==> src/rtl/clkdiv_monitor_pkg.sv <==
// Shared types and default parameters for the divided-clock period monitor.
package clkdiv_monitor_pkg;

  localparam int unsigned DEF_CNT_W      = 8;
  localparam int unsigned DEF_EXP_PERIOD = 16;
  localparam int unsigned DEF_TOL        = 0;
  localparam int unsigned DEF_LOCK_CNT   = 4;
  localparam int unsigned MATCH_W        = 4;

  typedef enum logic [1:0] {
    IDLE       = 2'd0,
    WAIT_FIRST = 2'd1,
    MEASURE    = 2'd2,
    LOCKED     = 2'd3
  } state_t;

endpackage

==> src/rtl/clkdiv_monitor_sync_edge_det.sv <==
// Synchronizes the asynchronous divided clock and emits a registered rising-edge pulse.
// CLKDIV_MONITOR_GLITCH_FILTER_EN inserts a 3-sample majority filter after the synchronizer.
module sync_edge_det (
  input  logic clk,
  input  logic reset,
  input  logic tick_in,
  output logic rise
);

  logic s1;
  logic s2;
  logic s3;
  logic det;

`ifdef CLKDIV_MONITOR_GLITCH_FILTER_EN
  logic m1;
  logic m2;
  logic filt;

  // Majority of three consecutive synchronized samples; single-cycle pulses never win.
  always_ff @(posedge clk or negedge reset) begin
    if (!reset) begin
      m1   <= 1'b0;
      m2   <= 1'b0;
      filt <= 1'b0;
    end else begin
      m1   <= s2;
      m2   <= m1;
      filt <= (s2 & m1) | (s2 & m2) | (m1 & m2);
    end
  end

  assign det = filt;
`else
  assign det = s2;
`endif

  always_ff @(posedge clk or negedge reset) begin
    if (!reset) begin
      s1   <= 1'b0;
      s2   <= 1'b0;
      s3   <= 1'b0;
      rise <= 1'b0;
    end else begin
      s1   <= tick_in;
      s2   <= s1;
      s3   <= det;
      rise <= det & ~s3;
    end
  end

endmodule

==> src/rtl/clkdiv_monitor.sv <==
// Measures the period of a divided clock in clk cycles and reports lock, mismatch and stall.
// Optional glitch filter in the edge detector: CLKDIV_MONITOR_GLITCH_FILTER_EN.
module clkdiv_monitor
  import clkdiv_monitor_pkg::*;
#(
  parameter int unsigned CNT_W      = DEF_CNT_W,
  parameter int unsigned EXP_PERIOD = DEF_EXP_PERIOD,
  parameter int unsigned TOL        = DEF_TOL,
  parameter int unsigned LOCK_CNT   = DEF_LOCK_CNT
) (
  input  logic             clk,
  input  logic             reset,
  input  logic             tick_in,
  input  logic             enable,
  input  logic             clr,
  output logic [CNT_W-1:0] period,
  output logic             period_valid,
  output logic             locked,
  output logic             mismatch,
  output logic             stall
);

  localparam int unsigned          W1      = CNT_W + 1;
  localparam logic [CNT_W-1:0]     CNT_MAX = {CNT_W{1'b1}};
  localparam logic [W1-1:0]        EXP_W   = W1'(EXP_PERIOD);
  localparam logic [W1-1:0]        TOL_W   = W1'(TOL);
  localparam logic [MATCH_W-1:0]   LOCK_M  = MATCH_W'(LOCK_CNT);

  state_t             state;
  state_t             state_nxt;
  logic [CNT_W-1:0]   cnt;
  logic [CNT_W-1:0]   cnt_nxt;
  logic [CNT_W-1:0]   cnt_inc;
  logic [MATCH_W-1:0] match;
  logic [MATCH_W-1:0] match_nxt;
  logic [MATCH_W-1:0] match_inc;
  logic [CNT_W-1:0]   period_nxt;
  logic               valid_nxt;
  logic               locked_nxt;
  logic               mismatch_set;
  logic               stall_set;
  logic               rise;
  logic               sat;
  logic               in_tol;
  logic               lock_hit;
  logic [W1-1:0]      cnt_w;

  sync_edge_det u_sync (
    .clk     (clk),
    .reset   (reset),
    .tick_in (tick_in),
    .rise    (rise)
  );

  // Tolerance window evaluated one bit wider without subtraction, so no wrap.
  assign cnt_w     = W1'(cnt);
  assign in_tol    = ((cnt_w + TOL_W) >= EXP_W) && (cnt_w <= (EXP_W + TOL_W));
  assign sat       = (cnt == CNT_MAX);
  assign cnt_inc   = sat ? cnt : cnt + CNT_W'(1);
  assign match_inc = (match == LOCK_M) ? match : match + MATCH_W'(1);
  assign lock_hit  = (match_inc == LOCK_M);

  always_ff @(posedge clk or negedge reset) begin
    if (!reset) state <= IDLE;
    else        state <= state_nxt;
  end

  always_comb begin
    state_nxt = state;
    if (!enable) begin
      state_nxt = IDLE;
    end else begin
      case (state)
        IDLE:       state_nxt = WAIT_FIRST;
        WAIT_FIRST: if (rise) state_nxt = MEASURE;
        MEASURE, LOCKED: begin
          if (rise) begin
            if (!in_tol)       state_nxt = MEASURE;
            else if (lock_hit) state_nxt = LOCKED;
          end else if (sat) begin
            state_nxt = WAIT_FIRST;
          end
        end
        default: state_nxt = IDLE;
      endcase
    end
  end

  // Next values for counter and registered status; an edge wins over a coincident stall.
  always_comb begin
    cnt_nxt      = cnt;
    match_nxt    = match;
    period_nxt   = period;
    valid_nxt    = 1'b0;
    locked_nxt   = locked;
    mismatch_set = 1'b0;
    stall_set    = 1'b0;
    if (!enable) begin
      cnt_nxt    = '0;
      match_nxt  = '0;
      locked_nxt = 1'b0;
    end else begin
      case (state)
        IDLE:       cnt_nxt = '0;
        WAIT_FIRST: cnt_nxt = rise ? CNT_W'(1) : cnt_inc;
        MEASURE, LOCKED: begin
          if (rise) begin
            cnt_nxt    = CNT_W'(1);
            period_nxt = cnt;
            valid_nxt  = 1'b1;
            if (in_tol) begin
              match_nxt  = match_inc;
              locked_nxt = lock_hit;
            end else begin
              match_nxt    = '0;
              locked_nxt   = 1'b0;
              mismatch_set = 1'b1;
            end
          end else if (sat) begin
            stall_set  = 1'b1;
            match_nxt  = '0;
            locked_nxt = 1'b0;
          end else begin
            cnt_nxt = cnt_inc;
          end
        end
        default: cnt_nxt = '0;
      endcase
    end
  end

  always_ff @(posedge clk or negedge reset) begin
    if (!reset) begin
      cnt          <= '0;
      match        <= '0;
      period       <= '0;
      period_valid <= 1'b0;
      locked       <= 1'b0;
      mismatch     <= 1'b0;
      stall        <= 1'b0;
    end else begin
      cnt          <= cnt_nxt;
      match        <= match_nxt;
      period       <= period_nxt;
      period_valid <= valid_nxt;
      locked       <= locked_nxt;
      mismatch     <= mismatch_set | (mismatch & ~clr);
      stall        <= stall_set | (stall & ~clr);
    end
  end

endmodule
==> config.mk <==
export PLATFORM = sky130hd
export DESIGN_NAME = clkdiv_monitor
export DESIGN_NICKNAME = d
export VERILOG_FILES = /design/src/rtl/clkdiv_monitor_pkg.sv /design/src/rtl/clkdiv_monitor_sync_edge_det.sv /design/src/rtl/clkdiv_monitor.sv
export SDC_FILE = /design/constraint.sdc
export NUM_CORES = 1
export LEC_CHECK = 0
export CORE_ASPECT_RATIO = 2
export CORE_UTILIZATION = 25
export DETAILED_ROUTE_END_ITERATION = 10
export DONT_BUFFER_PORTS = 1
export SETUP_SLACK_MARGIN = 0.15
export SYNTH_ARGS = -nofsm -noshare
export SYNTH_HDL_FRONTEND = slang
export SYNTH_HIERARCHICAL = 1
export SYNTH_SLANG_ARGS = --single-unit
export TNS_END_PERCENT = 50
==> constraint.sdc <==
create_clock -name clk -period 1.5 [get_ports clk]
set_input_delay 0.3 -clock clk [delete_from_list [all_inputs] [get_ports clk]]
set_output_delay 0.3 -clock clk [all_outputs]
set_load 0.01 [all_outputs]
* Word-level counts from Yosys, hierarchy flattened
Index checks and enable logic that the tools add are counted. Widths: inputs -> output; s select.
Cells by class: $add $sub $neg 2, $mul 0, divide/modulo/power cells 0, magnitude comparators 2, equality and inequality tests 12, shift operators 0, multiplexer cells 35, bitwise gates (word level) 7, reduce and logical (&&, ||, !) cells 6
Operators by type and width (number):
- $mux 8 | 5
- $mux 4 | 6
- $pmux 8 s3 | 1
- $mux 1 | 16
- $mux 2 | 6
- $add 8x1->8 const B | 1
- $eq 4x3->1 const B | 2
- $eq 8x8->1 const B | 1
- $ge 8x5->1 const B | 1
- $le 8x5->1 const B | 1
- $ne 4x3->1 const B | 2
- $pmux 2 s3 | 1
- $reduce_and 3->1 | 2
- $ne 5x5->1 const B | 1
- $add 4x1->4 const B | 1
- $eq 2x2->1 const B | 2
- $and 1x1->1 | 3
- $ne 3x1->1 const B | 1
- $ne 3x2->1 const B | 1
- $eq 2x1->1 const B | 1
- $logic_not 2->1 | 1
- $ne 2x1->1 const B | 1
- $not 1->1 | 2
- $or 1x1->1 | 2
- other kinds (3) | 3
Storage, ports and cells: register bits after elaboration 30, bits in latches 0, bits in writable memories 0, bits in read-only memories 0, input bits 5, word-level logic and storage cells 76, memories 0

* Logic depth before layout (Yosys ltp)
Gate-level depths: netlist (run 1).
depth in word-level cells 8, mapped depth 6, depth with buffers taken out 6

* Hierarchy
The synthesis (run 1) kept the hierarchy.
By module, submodules not included:
- clkdiv_monitor | times used 1, cells an instance 125, area each 1326.3 um^2, seq. area each 650.6 um^2
- sync_edge_det | times used 1, cells an instance 5, area each 113.9 um^2, seq. area each 100.1 um^2

* Worst setup path after synthesis (run 1)
OpenSTA, ideal clock, no wires.
path kind register to register, start register cnt[0], end register match[0], library setup time 121 ps, arrival time 1398 ps, data required time 1379 ps, slack -20 ps, stages on the path, launching flop included 6, path buffers 0, period minus slack after synthesis 1520 ps, path through dfrtp_1 > ha_1 > nand4_4 > o311ai_4 > o21ai_1 > o2bb2ai_1
Between the ends: word-level cells in the longest chain between the ends 6
Ends and longest elaborated chain:
- from (decl) | line clkdiv_monitor.sv:31 | logic [CNT_W-1:0] cnt;
- from (signal assigned) | line clkdiv_monitor.sv:142 | cnt <= cnt_nxt;
- $ge 8x5->1 or $le 8x5->1 (tied branches) | line clkdiv_monitor.sv:57 | assign in_tol = ((cnt_w + TOL_W) >= EXP_W) && (cnt_w <= (EXP_W + TOL_W));
- $logic_and 1x1->1 | line clkdiv_monitor.sv:57
- $mux 4 | line clkdiv_monitor.sv:111 | if (in_tol) begin
- $mux 4 | line clkdiv_monitor.sv:107 | if (rise) begin
- $mux 4 | line clkdiv_monitor.sv:103 | case (state)
- $mux 4 | line clkdiv_monitor.sv:98 | if (!enable) begin
- to (signal assigned) | line clkdiv_monitor.sv:143 | match <= match_nxt;
- to (decl) | line clkdiv_monitor.sv:34 | logic [MATCH_W-1:0] match;
Several ways; a longest one is shown, not always the timed one. The select of a mux whose other input is x is not followed. A chain may end at the register's enable or synchronous reset.

* Final worst setup path (run 1)
Same ends and word-level chain as after synthesis.

==> impl_metrics.env, run 1 <==
export IMPL_final_cell_mix="dfrtp_1, buf_4, nand2_1"
export IMPL_synthesis_area_um2=1440
export IMPL_p_int_mw=1.27
export IMPL_clk_pin_slew_ps=70
export IMPL_place_gp_congestion=0.792
export IMPL_fmax_mhz=642
export IMPL_cp_start_kind="flop"
export IMPL_peakVddDrop_uv=576
export IMPL_final_common_cell="dfrtp_1"
export IMPL_maxCapViolations=0
export IMPL_die_h_um=109
export IMPL_synth_edff_count=0
export IMPL_dp_cells=209
export IMPL_cts_tree="yes"
export IMPL_hpwl_um=2370
export IMPL_synth_cell_types=42
export IMPL_powerDensity_nw_per_um2=847
export IMPL_postSynthCellCount=130
export IMPL_setup_worst_path_class="reg -> reg"
export IMPL_ys_async_sr_fraction_pct=100
export IMPL_hold_viol=0
export IMPL_grt_pass1_vias=1204
export IMPL_wl_met1_um=1220
export IMPL_root_buffer="clkbuf_8"
export IMPL_critPathRequiredTime_ps=1680
export IMPL_numCtsBuffers=5
export IMPL_comb_power_share_pct=8.0
export IMPL_tightest_slew_ps=336
export IMPL_die_w_um=55.7
export IMPL_drv_slew=0
export IMPL_syn_avg_cell_area_um2=11.1
export IMPL_critPathArrivalTime_ps=1740
export IMPL_drive_gt1_share_pct=44.5
export IMPL_final_min_clock_period_ps=1560
export IMPL_first_pass_iters=4
export IMPL_wl_per_cell_um=15.0
export IMPL_seq_area_um2=754
export IMPL_grt_max_degree=31
export IMPL_nNetsFinal=172
export IMPL_multi_input_area_um2=776
export IMPL_cts_htree_levels=2
export IMPL_dr_wl_met2_um=1900
export IMPL_boundaryPins=17
export IMPL_violations="negative setup slack"
export IMPL_p_seq_share_pct=51.0
export IMPL_finalSetupViolCount=5
export IMPL_cp_max_fo=4
export IMPL_grt_overflow_total=0
export IMPL_gr_usage_all_layers_pct=12.2
export IMPL_status="finished, violations left"
export IMPL_vias_per_cell=4.97
export IMPL_antenna_found_initial=0
export IMPL_wl_um=3360
export IMPL_fill_cells=533
export IMPL_clkPwrFrac_pct=41.0
export IMPL_post_route_util_pct=35.9
export IMPL_layout_cells_non_filler=224
export IMPL_postLayoutCellArea_um2=1960
export IMPL_synth_area_leader_cell="dfrtp_1"
export IMPL_clkLatencyLatePin_ps=280
export IMPL_cts_max_path_buffers=2
export IMPL_areaGrowthSynthToFinish_pct=36.3
export IMPL_power_mw=1.66
export IMPL_grt_pass1_wl_um=5600
export IMPL_clock_skew_ps=8.52
export IMPL_setup_slack_ps=-58.1
export IMPL_yosysWarningCount=6
export IMPL_leakage_nw=0.882
export IMPL_place_area_um2=1690
export IMPL_postRouteAntennaNets=0
export IMPL_core_area_um2=5470
export IMPL_ys_ff_latch=30
export IMPL_fin_crit_sh_pct=104
export IMPL_initial_core_util_pct=26.3
export IMPL_cts_sinks=30
export IMPL_routed_via_count=1114
export IMPL_swShare_pct=23.9
export IMPL_hp_class="in -> reg"
export IMPL_switching_power_mw=0.398
export IMPL_wl_met3_um=103
export IMPL_syn_nets=139
export IMPL_ys_flop_type="dfrtp_1"
export IMPL_fin_tns_setup_ps=-155
export IMPL_yosysSeqAreaShare_pct=52.1
export IMPL_max_slew_margin_pct=77.4
export IMPL_row_count=38
export IMPL_diodes=0
export IMPL_drtIter0Drc=20
export IMPL_netlist_top_cells_area="dfrtp_1, mux2_2, ha_1, nand2_1, inv_1"
export IMPL_synth_top_area_share_pct=52.1
export IMPL_rsz0062_at_grt="true"
export IMPL_reg2reg_setup_slack_ps=-60
export IMPL_drc_errors=0
export IMPL_dieArea_um2=6090
export IMPL_routed_top_layer="met4"
export IMPL_numPortBuffers=0
export IMPL_crit_path_end_kind="flop"
-- power groups by stage --
stage          Sequential (mW)  Combinational [mW]  Clock (mW)
3_3_place_gp             0.864              0.0846           0
5_1_grt                  0.850               0.146       0.735
6_report                 0.848               0.132       0.683
3_5_place_dp             0.864              0.0865           0
2_1_floorplan            0.859              0.0483           0
4_1_cts                  0.848               0.122       0.709
-- what timing repair did --
action	in CTS	in global routing
endpoints found under the hold margin	30	0
hold buffers	2	0
setup endpoints to repair	14	15
setup buffers	2	3
pin swaps	7	12
resized for setup	14	17
-- synthesized netlist by cell type, types with 3 or more instances --
cell type and count:
a21oi_1 6, dfrtp_1 30, ha_1 4, inv_1 9, mux2_2 6, nand2_1 11
nand3_1 4, nor2_1 9, nor3_1 3, o21ai_0 6, o21ai_1 3
-- registers in the layout, indices dropped and copies added (netlist names) --
register and flops:
cnt 8, period_valid 1, u_sync/s1 1, u_sync/s3 1, match 4, period 8
u_sync/det 1, stall 1, state 2, u_sync/rise 1, mismatch 1, locked 1
-- area by class of cell --
type	instances	share of cell area, %
tap	60	3.82
multi-input combinational	89	39.5
inverter	9	1.72
sequential	30	38.4
timing repair buffer	28	11.9
clock inverter	1	0.255
clock buffer	7	4.40
-- metrics by stage --
step / hold WS [ps] / setup WS, ps
final: 47.1 / -58.1
after global placement: 4.99 / -38.4
after detailed placement: 4.88 / -72.4
after global routing: 38.1 / -105
after CTS: 40.6 / -57.0
after floorplan: 4.41 / 70.1
-- final timing paths --
kind	startpoint	end	cells past startpoint
worst min register to register	u_sync/s1	u_sync/det	0
worst min-delay path	tick_in	u_sync/s1	0
min in group asynchronous	reset	cnt[5]	2
max in group asynchronous	reset	cnt[2]	2
worst max-delay path	cnt[0]	match[0]	6
worst max register to register	cnt[0]	match[0]	6
-- cell families (layout without fill, tap and decap cells) --
family / after synthesis / count (layout) / synth area share [%]
AND/OR/NAND/NOR: 43 / 43 / 18.1
AO/OA/AOI/OAI: 32 / 32 / 16.1
flip-flops: 30 / 30 / 52.1
buffers and inverters: 11 / 45 / 2.95
multiplexers: 8 / 8 / 6.08
adder cells (fa/ha/maj): 4 / 4 / 3.48
XOR/XNOR: 2 / 2 / 1.22
-- routing by layer --
| layer | track usage (%) | up-vias |
|---|---|---|
| met3 | 2.94 | 10 |
| li1 | - | 534 |
| met5 | 0 | - |
| met2 | 22.8 | 18 |
| met4 | 8.93 | 0 |
| met1 | 11.3 | 552 |
-- worst max-delay path: stages (launching register included) --
cell and delay [ps]:
dfrtp_1 430, ha_4 170, nand4_4 120, o311ai_4 390
buf_4 170, o21ai_1 50, o2bb2ai_1 120
No activity file was read; power rests on OpenSTA's default activity.
==> run 2: changes to the inputs <==
--- a/config.mk
+++ b/config.mk
@@ -5,6 +5,7 @@
 export SDC_FILE = /design/constraint.sdc
 export NUM_CORES = 1
 export LEC_CHECK = 0
+export ABC_AREA = 1
 export CORE_ASPECT_RATIO = 2
 export CORE_UTILIZATION = 25
 export DETAILED_ROUTE_END_ITERATION = 10
==> impl_metrics.env, run 2 <==
export IMPL_status="complete, no violations"
export IMPL_wl_per_cell_um=13.1
export IMPL_clkLatencyLatePin_ps=300
export IMPL_final_min_clock_period_ps=1440
export IMPL_postLayoutCellArea_um2=1920
export IMPL_drtIter0Drc=43
export IMPL_fin_tns_setup_ps=0
export IMPL_vias_per_cell=4.62
export IMPL_ys_flop_type="dfrtp_1"
export IMPL_postSynthCellCount=165
export IMPL_fin_crit_sh_pct=96.3
export IMPL_post_route_util_pct=35.1
export IMPL_routed_via_count=1160
export IMPL_clock_skew_ps=7.29
export IMPL_initial_core_util_pct=26.2
export IMPL_netlist_top_cells_area="dfrtp_1, inv_1, nand2_1, o21ai_0, nand3_1"
export IMPL_ys_async_sr_fraction_pct=100
export IMPL_dieArea_um2=6060
export IMPL_grt_overflow_total=0
export IMPL_antenna_found_initial=0
export IMPL_synth_cell_types=26
export IMPL_critPathArrivalTime_ps=1660
export IMPL_tightest_slew_ps=412
export IMPL_leakage_nw=0.867
export IMPL_gr_usage_all_layers_pct=11.9
export IMPL_postRouteAntennaNets=0
export IMPL_hpwl_um=2260
export IMPL_boundaryPins=17
export IMPL_drive_gt1_share_pct=31.4
export IMPL_max_slew_margin_pct=72.4
export IMPL_synth_top_area_share_pct=52.4
export IMPL_power_mw=1.86
export IMPL_crit_path_end_kind="flop"
export IMPL_drv_slew=0
export IMPL_wl_um=3300
export IMPL_hp_class="in -> reg"
export IMPL_numPortBuffers=0
export IMPL_synthesis_area_um2=1430
export IMPL_cts_sinks=30
export IMPL_setup_worst_path_class="reg -> reg"
export IMPL_cts_tree="yes"
export IMPL_core_area_um2=5470
export IMPL_place_area_um2=1560
export IMPL_ys_ff_latch=30
export IMPL_critPathRequiredTime_ps=1720
export IMPL_cts_htree_levels=2
export IMPL_grt_max_degree=31
export IMPL_yosysWarningCount=6
export IMPL_yosysSeqAreaShare_pct=52.4
export IMPL_grt_pass1_wl_um=5400
export IMPL_critical_path_startpoint="cnt[0]"
export IMPL_first_pass_iters=4
export IMPL_final_cell_mix="nand2_1, dfrtp_1, inv_1"
export IMPL_cp_max_fo=7
export IMPL_nNetsFinal=199
export IMPL_diodes=0
export IMPL_reg2reg_from="cnt[0]"
export IMPL_peakVddDrop_uv=882
export IMPL_reg_top3="cnt x8, period x8, match x4"
export IMPL_rsz0062_at_grt="true"
export IMPL_powerDensity_nw_per_um2=970
export IMPL_synth_common_cells="inv_1, nand2_1, dfrtp_1"
export IMPL_cts_max_path_buffers=2
export IMPL_root_buffer="clkbuf_8"
export IMPL_clk_pin_slew_ps=70
export IMPL_die_w_um=55.5
export IMPL_row_count=38
export IMPL_fmax_mhz=693
export IMPL_cp_start_kind="flop"
export IMPL_numCtsBuffers=5
export IMPL_finalSetupViolCount=0
export IMPL_maxCapViolations=0
export IMPL_synth_edff_count=0
export IMPL_grt_pass1_vias=1223
export IMPL_syn_nets=174
export IMPL_hold_viol=0
export IMPL_worst_hold_startpoint="tick_in"
export IMPL_die_h_um=109
export IMPL_drc_errors=0
export IMPL_synth_area_leader_cell="dfrtp_1"
export IMPL_place_gp_congestion=0.790
export IMPL_areaGrowthSynthToFinish_pct=33.9
export IMPL_syn_avg_cell_area_um2=8.68
[run 2: changes by cell type after synthesis, sizes merged, moves of 3 or more]
| cell | previous run | this run |
|---|---|---|
| inv | 9 | 31 |
| mux2 | 6 | 0 |
| nor2b | 3 | 0 |
| nand3 | 4 | 13 |
| nand2 | 11 | 33 |
| o21ai | 9 | 19 |
| nor2 | 9 | 13 |
[run 2: repair_timing]
| item | CTS | global route |
|---|---|---|
| hold buffers | 2 | 0 |
| hold endpoints to repair | 30 | 0 |
| endpoints found under the setup margin | 15 | 23 |
| setup buffers | 2 | 6 |
| gates cloned | 1 | 0 |
| pin swaps | 5 | 16 |
| gates resized for setup | 6 | 35 |
[run 2: metrics by stage]
stage          hold slack (ps)  std cells  setup slack [ps]
2_1_floorplan             4.41        165               108
5_1_grt                   9.44        251             -82.4
3_5_place_dp              5.28        232             -70.6
4_1_cts                   12.1        245             -30.0
3_3_place_gp              5.71        232             -56.8
6_report                  25.3        251              56.1
[run 2: worst paths after layout]
| check | to | slack [ps] | cells past startpoint |
|---|---|---|---|
| max in group asynchronous | cnt[1] | 870 | 2 |
| hold / removal | u_sync/s1 | 30 | 0 |
| setup / recovery | match[3] | 60 | 7 |
| hold reg to reg | u_sync/det | 350 | 0 |
| min in group asynchronous | period[3] | 440 | 2 |
| setup reg to reg | match[3] | 60 | 7 |
[run 2: worst max-delay path, cell delays in order, from the launching register on]
cell and delay, ps:
dfrtp_2 410, ha_4 150, nand3_4 70, nor3_4 190
nand2_4 150, a21oi_4 210, nand4_1 90, o21ai_1 90
[run 2: logic make-up after synthesis]
group,after synthesis,synth area share (%)
simple gates,65,21.8
compound gates,34,13.9
buf+inv,32,8.38
flops,30,52.4
fa+ha+maj,4,3.49
[run 2: area by class of cell]
cell class | instances | area (µm²)
Fill cell | 537 | 3550
Tap cell | 60 | 75.1
Clock buffer | 5 | 68.8
Sequential cell | 30 | 754
Timing Repair Buffer | 18 | 161
Inverter | 31 | 119
Clock inverter | 3 | 40.0
Multi-Input combinational cell | 104 | 699
[run 2: routing by layer]
metal | global-route usage, % | part of all wire (%) | vias to the layer above | routed length, µm
met2 | 22.2 | 57 | 23 | 1860
met5 | 0 | 0 | - | 0
met1 | 10.3 | 36 | 540 | 1190
met4 | 11.4 | 4.5 | 0 | 150
met3 | 2.14 | 2.8 | 10 | 92
li1 | - | - | 587 | -
[run 2: power by group]
group	internal, mW	switching (mW)
clock	0.488	0.332
sequential	0.835	0.0273
combinational	0.0760	0.102
==> run 3: changes to the inputs <==
--- a/config.mk
+++ b/config.mk
@@ -6,6 +6,7 @@
 export NUM_CORES = 1
 export LEC_CHECK = 0
 export ABC_AREA = 1
+export CAP_MARGIN = 20
 export CORE_ASPECT_RATIO = 2
 export CORE_UTILIZATION = 25
 export DETAILED_ROUTE_END_ITERATION = 10
==> constraint.sdc (replaced) <==
create_clock -name clk -period 1.4 [get_ports clk]
set_input_delay 0.28 -clock clk [delete_from_list [all_inputs] [get_ports clk]]
set_output_delay 0.28 -clock clk [all_outputs]
set_load 0.01 [all_outputs]
==> impl_metrics.env, run 3 (same netlist as run 2, synthesis figures left out) <==
export IMPL_status="finished, violations left"
export IMPL_violations="negative setup slack"
export IMPL_row_count=38
export IMPL_grt_overflow_total=0
export IMPL_hpwl_um=2370
export IMPL_reg2reg_depth=10
export IMPL_numCtsBuffers=5
export IMPL_final_cell_mix="buf_4, dfrtp_1, inv_1"
export IMPL_dieArea_um2=6060
export IMPL_cts_max_path_buffers=2
export IMPL_max_stage_delay_ps=410
export IMPL_reg2reg_from="match[1]"
export IMPL_place_gp_congestion=0.835
export IMPL_cp_max_fo=3
export IMPL_leakage_nw=0.934
export IMPL_hp_class="in -> reg"
export IMPL_boundaryPins=17
export IMPL_postRouteAntennaNets=0
export IMPL_first_pass_iters=4
export IMPL_critical_path_startpoint="match[1]"
export IMPL_clk_pin_slew_ps=60
export IMPL_maxCapViolations=0
export IMPL_critPathRequiredTime_ps=1570
export IMPL_final_common_cell="buf_4"
export IMPL_reg2reg_setup_slack_ps=-120
export IMPL_root_buffer="clkbuf_8"
export IMPL_die_h_um=109
export IMPL_nNetsFinal=215
export IMPL_drtIter0Drc=30
export IMPL_grt_pass1_vias=1228
export IMPL_path_buf_inv=2
export IMPL_core_area_um2=5470
export IMPL_cp_start_kind="flop"
export IMPL_cts_sinks=30
export IMPL_crit_family="simple AND/OR/NAND/NOR gates"
export IMPL_reg_top3="cnt x8, period x8, match x4"
export IMPL_drc_errors=0
export IMPL_cp_depth=10
export IMPL_cp_cell_sequence="inv_2 -> ha_4 -> nand3_4 -> nand2_2 -> nand3_2 -> o21bai_1 -> nand2_1 -> buf_4 -> nand2_2 -> nand2_2"
export IMPL_diodes=0
export IMPL_clock_skew_ps=7.22
export IMPL_cp_slowest_cell="dfrtp_1"
export IMPL_powerDensity_nw_per_um2=922
export IMPL_antenna_found_initial=0
export IMPL_final_min_clock_period_ps=1520
export IMPL_finalSetupViolCount=8
export IMPL_peakVddDrop_uv=524
export IMPL_numPortBuffers=0
export IMPL_areaGrowthSynthToFinish_pct=40.2
export IMPL_rsz0062_at_grt="true"
export IMPL_cts_tree="yes"
export IMPL_grt_pass1_wl_um=5500
export IMPL_cts_htree_levels=2
export IMPL_initial_core_util_pct=26.2
export IMPL_crit_end="state[1]"
export IMPL_max_slew_margin_pct=77.8
export IMPL_vias_per_cell=4.71
export IMPL_grt_max_degree=31
export IMPL_tightest_slew_ps=332
export IMPL_setup_worst_path_class="reg -> reg"
export IMPL_cp_common_cell="nand2_2"
export IMPL_setup_slack_ps=-121
export IMPL_routed_via_count=1257
export IMPL_drive_gt1_share_pct=40.6
export IMPL_wl_um=3500
export IMPL_critPathArrivalTime_ps=1690
export IMPL_gr_usage_all_layers_pct=11.9
export IMPL_place_ws_ps=-127
export IMPL_hold_viol=0
export IMPL_drv_slew=0
export IMPL_place_area_um2=1630
export IMPL_regToRegEndpoint="state[1]"
export IMPL_postLayoutCellArea_um2=2010
export IMPL_fmax_mhz=657
export IMPL_fin_crit_sh_pct=109
export IMPL_clkLatencyLatePin_ps=280
export IMPL_die_w_um=55.5
export IMPL_crit_path_end_kind="flop"
export IMPL_wl_per_cell_um=13.1
[run 3: cell count changes in the layout (fill, tap and decap cells not counted), moves of 2 or more]
| cell | delta |
|---|---|
| buf_4 | +18 |
| nor2_2 | +2 |
| nand3_2 | +2 |
| nand3_1 | -2 |
| nand2_2 | +5 |
| buf_6 | -2 |
| nand2_1 | -4 |
[run 3: cell type report]
class	count	area [µm²]
multi-input combinational	104	693
clock buffer	6	82.6
clock inverter	2	12.5
tap	60	75.1
timing repair buffer	34	274
fill	522	3460
sequential	30	754
inverter	31	116
[run 3: worst min-delay path by stage]
stage                     cells after the start        end    start
final                                         0  u_sync/s1  tick_in
after global routing                          0  u_sync/s1  tick_in
after CTS                                     0  u_sync/s1  tick_in
after detailed placement                      0   match[0]    reset
after global placement                        0   match[0]    reset
after floorplan                               0     cnt[0]    reset
[run 3: through the flow]
| stage | setup TNS, ps | total power [mW] | cells | utilization (%) | hold WS (ps) |
|---|---|---|---|---|---|
| after floorplan | 0 | 1.01 | 165 | - | -15.6 |
| after global placement | -529 | 1.05 | 241 | 29.8 | -14.7 |
| after detailed placement | -646 | 1.06 | 241 | 29.8 | -14.9 |
| after CTS | -602 | 1.84 | 258 | 33.8 | 12.0 |
| after global routing | -2090 | 1.95 | 267 | 36.7 | 4.14 |
| final | -577 | 1.85 | 267 | 36.7 | 22.5 |
[run 3: timing repair]
action                                  CTS  global route
hold buffers                              2             0
endpoints found under the setup margin   18            25
endpoints found under the hold margin    30             0
gates cloned                              0             1
pin swaps                                 5            11
gates resized for setup                  13            27
setup buffers                             7             8
[run 3: power breakdown]
group          total, mW  internal (mW)  switching (mW)
registers          0.919          0.894          0.0250
logic              0.202         0.0860           0.116
clock network      0.731          0.394           0.337
[run 3: metal layers]
layer | up-vias | GRT usage (%) | routed length, µm
met1 | 606 | 10.8 | 1250
li1 | 622 | - | -
met4 | 0 | 7.68 | 112
met3 | 9 | 2.97 | 94
met2 | 20 | 22.9 | 2040
met5 | - | 0 | 0
